**src/rtl/subleq_mem_arbiter.sv**
```systemverilog
// Round-robin arbiter sharing the SUBLEQ memory port between two req/ack requesters,
// with a bus watchdog that terminates transactions the memory never acknowledges.
`ifndef WORD_SIZE
`define WORD_SIZE 16
`endif

module subleq_mem_arbiter #(
    parameter int unsigned W       = `WORD_SIZE,
    parameter int unsigned TIMEOUT = 16,
    parameter int unsigned CNT_W   = 8
) (
    input  logic         clk,
    input  logic         rst,
    input  logic         r0_req,
    input  logic         r0_load,
    input  logic         r0_store,
    input  logic [W-1:0] r0_addr,
    input  logic [W-1:0] r0_wdata,
    output logic         r0_ack,
    output logic [W-1:0] r0_rdata,
    input  logic         r1_req,
    input  logic         r1_load,
    input  logic         r1_store,
    input  logic [W-1:0] r1_addr,
    input  logic [W-1:0] r1_wdata,
    output logic         r1_ack,
    output logic [W-1:0] r1_rdata,
    output logic         mem_req,
    output logic         mem_load,
    output logic         mem_store,
    output logic [W-1:0] mem_addr,
    output logic [W-1:0] mem_in,
    input  logic         mem_ack,
    input  logic [W-1:0] mem_out,
    output logic [1:0]   grant,
    output logic         timeout
);

    typedef enum logic [1:0] {StIdle, StBusy0, StBusy1, StDrain} state_e;

    localparam logic [CNT_W-1:0] CntMax = (TIMEOUT == 0) ? '0 : CNT_W'(TIMEOUT - 1);

    state_e             state_q, state_d;
    logic               last_q, last_d;
    logic [CNT_W-1:0]   cnt_q, cnt_d;
    logic               timeout_q, timeout_d;

    logic               busy;
    logic               wd_fire;
    logic               own_req, own_load, own_store;
    logic [W-1:0]       own_addr, own_wdata;
    logic               own_ack;
    logic [W-1:0]       own_rdata;

    // last_q names the owner while in BUSYx and DRAIN
    always_comb begin
        own_req   = last_q ? r1_req   : r0_req;
        own_load  = last_q ? r1_load  : r0_load;
        own_store = last_q ? r1_store : r0_store;
        own_addr  = last_q ? r1_addr  : r0_addr;
        own_wdata = last_q ? r1_wdata : r0_wdata;
    end

    assign busy = (state_q == StBusy0) || (state_q == StBusy1);
    // mem_ack beats expiry; an aborting owner gets no synthetic ack
    assign wd_fire = busy && (TIMEOUT != 0) && (cnt_q == CntMax) && !mem_ack && own_req;

    always_ff @(posedge clk) begin
        if (rst) begin
            state_q   <= StIdle;
            last_q    <= 1'b1;
            cnt_q     <= '0;
            timeout_q <= 1'b0;
        end else begin
            state_q   <= state_d;
            last_q    <= last_d;
            cnt_q     <= cnt_d;
            timeout_q <= timeout_d;
        end
    end

    always_comb begin
        state_d   = state_q;
        last_d    = last_q;
        cnt_d     = cnt_q;
        timeout_d = timeout_q;
        unique case (state_q)
            StIdle: begin
                if (r0_req && (!r1_req || last_q)) begin
                    state_d = StBusy0;
                    last_d  = 1'b0;
                    cnt_d   = '0;
                end else if (r1_req) begin
                    state_d = StBusy1;
                    last_d  = 1'b1;
                    cnt_d   = '0;
                end
            end
            StBusy0, StBusy1: begin
                if (mem_ack) begin
                    state_d = StDrain;
                end else if (!own_req) begin
                    state_d = StIdle;
                end else if (wd_fire) begin
                    state_d   = StDrain;
                    timeout_d = 1'b1;
                end else if (cnt_q != CntMax) begin
                    cnt_d = cnt_q + 1'b1;
                end
            end
            StDrain: begin
                if (!own_req) begin
                    state_d = StIdle;
                end
            end
            default: state_d = StIdle;
        endcase
    end

    always_comb begin
        r0_ack    = 1'b0;
        r0_rdata  = '0;
        r1_ack    = 1'b0;
        r1_rdata  = '0;
        mem_req   = 1'b0;
        mem_load  = 1'b0;
        mem_store = 1'b0;
        mem_addr  = '0;
        mem_in    = '0;
        grant     = 2'b00;
        timeout   = 1'b0;
        own_ack   = mem_ack || wd_fire;
        own_rdata = mem_ack ? mem_out : '0;
        if (!rst) begin
            timeout = timeout_q;
            unique case (state_q)
                StBusy0, StBusy1: begin
                    grant     = last_q ? 2'b10 : 2'b01;
                    mem_req   = own_req && !wd_fire;
                    mem_load  = own_load;
                    mem_store = own_store;
                    mem_addr  = own_addr;
                    mem_in    = own_wdata;
                    if (last_q) begin
                        r1_ack   = own_ack;
                        r1_rdata = own_rdata;
                    end else begin
                        r0_ack   = own_ack;
                        r0_rdata = own_rdata;
                    end
                end
                StDrain: grant = last_q ? 2'b10 : 2'b01;
                default: ;
            endcase
        end
    end

endmodule

```
**config.mk**
```make
export PLATFORM = sky130hd
export DESIGN_NAME = subleq_mem_arbiter
export DESIGN_NICKNAME = d
export VERILOG_FILES = /design/src/rtl/subleq_mem_arbiter.sv
export SDC_FILE = /design/constraint.sdc
export NUM_CORES = 1
export LEC_CHECK = 0
export ABC_AREA = 1
export BUFFER_PORTS_ARGS = -buffer_cell sky130_fd_sc_hd__buf_4
export CAP_MARGIN = 20
export CORE_ASPECT_RATIO = 1.25
export CORE_MARGIN = 5
export CORE_UTILIZATION = 40
export CTS_CLUSTER_SIZE = 28
export DETAILED_ROUTE_END_ITERATION = 12
export GPL_TIMING_DRIVEN = 1
export PLACE_DENSITY = 0.88
export SLEW_MARGIN = 20
export SYNTH_ARGS = -nofsm -noshare
export SYNTH_HDL_FRONTEND = slang
export SYNTH_SLANG_ARGS = --single-unit
```
**constraint.sdc**
```tcl
create_clock -name clk -period 4.7 [get_ports clk]
set_input_delay 0.235 -clock clk [delete_from_list [all_inputs] [get_ports clk]]
set_output_delay 0.235 -clock clk [all_outputs]
set_load 0.03 [all_outputs]
```
==> flow_summary.yaml <==
floorplan:
  dieArea_um2: 5460
  coreArea_um2: 4030
  die_y_um: 81.4
  io_pins: 161
  chipWidth_um: 67.1
  num_rows: 26
  start_util_pct: 40.4
cts:
  cts_setup_buffers: 0
  cts_resized: 0
  numCtsBuffers: 3
  cts-root-buf: "clkbuf_8"
  clk_pin_slew_ns: 0.06
  numClockSinks: 12
  ctsHoldBuffers: 0
  cts_max_path_buffers: 2
  cts_tree: "yes"
  htreeDepth: 1
  insertion_delay_ns: 0.24
critical_path:
  end_kind: "output port"
  path_cells: "inv_1 -> ha_1 -> inv_2 -> nor2_4 -> nand2_2 -> nor2_1 -> buf_4"
  cp_num_buf_inv: 3
  start_kind: "flip-flop"
  crit_type: "reg2out"
  max_stage_delay_ns: 0.70
  worst-path-max-fanout: 47
  crit_family: "simple AND/OR/NAND/NOR gates"
  cp.arrival_ns: 2.69
  required_ns: 4.47
  slowest_stage: "nor2_4"
power_and_ir_drop:
  ir_drop_mv: 0.264
  p_total_uw: 1340
  power_density_nw_per_um2: 467
  p_leak_uw: 0.00161
cells_and_area:
  final_util_pct: 70.8
  nNetsFinal: 556
  register_area_um2: 240
  syn_to_final_growth_pct: 75.3
  multi_input_area_um2: 1190
  num_antenna_cells: 0
  drive_gt1_share_pct: 37.8
  num-fill-cells: 385
sta:
  final.min_clock_period_ns: 2.92
  fin_skew_ns: 0.00289
  finalHoldViolCount: 0
  finalCritPeriodShare_pct: 62.2
  relSlewSlack_pct: 39.9
  tns_ns: 0
  setup_ws_ns: 1.78
  tightest_slew_ns: 0.899
  slew_viol_final: 0
  setup_viol: 0
  fmax_mhz: 342
  rsz0062_at_grt: "false"
run:
  cap_violations: 0
placement:
  post-dp-hpwl_mm: 5.52
  globalplace.congestion: 0.867
  post-place-ws_ns: 2.06
  port_buffers: 160
global_route:
  grt_overflow_total: 0
  antenna_found_initial: 0
  grt_pass1_vias: 2309
  grt_pass1_wl_mm: 10.3
  grt_use_total_pct: 23.6
  grt_max_degree: 48
detailed_routing:
  vias: 2561
  wl_mm: 6.91
  ant_nets: 0
  avgRoutedWirePerCell_um: 13.3
  drt_iter0_markers: 150
  drt-vias-per-instance: 4.93
  drcViolationCount: 0
  dr.pass1.iters: 4
synthesis:
  ys_types: 21
  avgSynthCellArea_um2: 5.14
  synth_area_um2: 1630
  seq_area_frac_synth_pct: 14.7
  ys_ff_latch: 12
  syn_nets: 409
  yosys_warnings: 0
  synth_cells: 317
run_status:
  outcome: "finished clean"
min_path:
  worstHoldPathType: "in2reg"
==> worst reg2reg max path, delay by kind of cell, from the launching register on <==
| kind | cells | cell delay, ns |
|---|---|---|
| and+or+nand+nor | 2 | 0.81 |
| buffers and inverters | 3 | 0.55 |
| adders and majority gates | 1 | 0.40 |
| DFF | 1 | 0.36 |
| AOI/OAI and AO/OA | 1 | 0.13 |
==> flip-flops by register name (all words and copies together), names as in the netlist <==
name / cells
cnt_q: 8
state_q: 2
last_q: 1
timeout_q: 1
==> area by class of cell <==
class	count	share of cell area [%]
Clock buffer	4	1.93
Inverter	23	3.02
Multi-Input combinational cell	262	41.6
Sequential cell	12	8.41
Tap cell	56	2.45
Timing Repair Buffer	162	42.6
==> kinds of logic after synthesis <==
group	Yosys count	share of synthesized area, %
buf+inv	43	12.3
compound gates	17	5.53
simple gates	240	64.1
flops	12	14.7
xor+xnor	2	1.07
fa+ha+maj	3	2.30
==> synth_stat cells, drive strengths merged <==
cell    instances  share of area [%]
xor2            1               0.54
buf            14                5.6
ha              3                2.3
dfxtp          12                 15
nand3          78                 24
nor3            3               0.92
o21bai          1               0.46
nand4           2               0.77
nand2          92                 22
inv            23                5.3
a21oi          10                3.1
nor2           65                 17
xnor2           1               0.54
o21ai           5                1.5
clkbuf          6                1.4
o211ai          1               0.46
==> cells in the final DEF, fill, tap and decap left out <==
master	n
nand4_1	2
xnor2_1	1
buf_4	162
inv_1	21
xor2_1	1
nand3_1	78
nand2_2	3
o21bai_1	1
nor2_1	61
nor3_1	3
a21oi_1	10
o211ai_1	1
nand2_1	89
inv_2	2
ha_1	3
nor2_4	4
o21ai_0	5
dfxtp_1	12
clkbuf_8	4
==> metrics by stage <==
step | hold WS [ns] | area, um^2 | std cells
after global routing | 0.275 | 2860 | 519
after global placement | 0.449 | 2800 | 515
after CTS | 0.265 | 2860 | 519
final | 0.271 | 2860 | 519
after floorplan | 0.436 | 1630 | 317
after detailed placement | 0.464 | 2800 | 515
==> layer usage <==
layer	wire [um]	vias up	GRT usage, %
met1	2570	1110	27.3
met4	197	0	6.69
met2	3450	120	40.6
met3	699	19	8.02
met5	0	-	0
li1	-	1312	-
==> power by group <==
part / switching, uW / internal [uW] / total [uW]
registers: 19.0 / 124 / 143
clock network: 40.0 / 74.1 / 114
logic: 726 / 353 / 1080
total: 785 / 551 / 1340
==> path summary, 6_finish.rpt <==
check	start	to	slack [ns]	cells past startpoint
max	state_q[0]	r1_rdata[14]	1.78	7
min	rst	cnt_q[5]	0.27	2
max reg2reg	state_q[0]	cnt_q[7]	2.39	7
min reg2reg	timeout_q	timeout_q	0.47	2
Note: power is estimated with default switching activity, not from simulation.
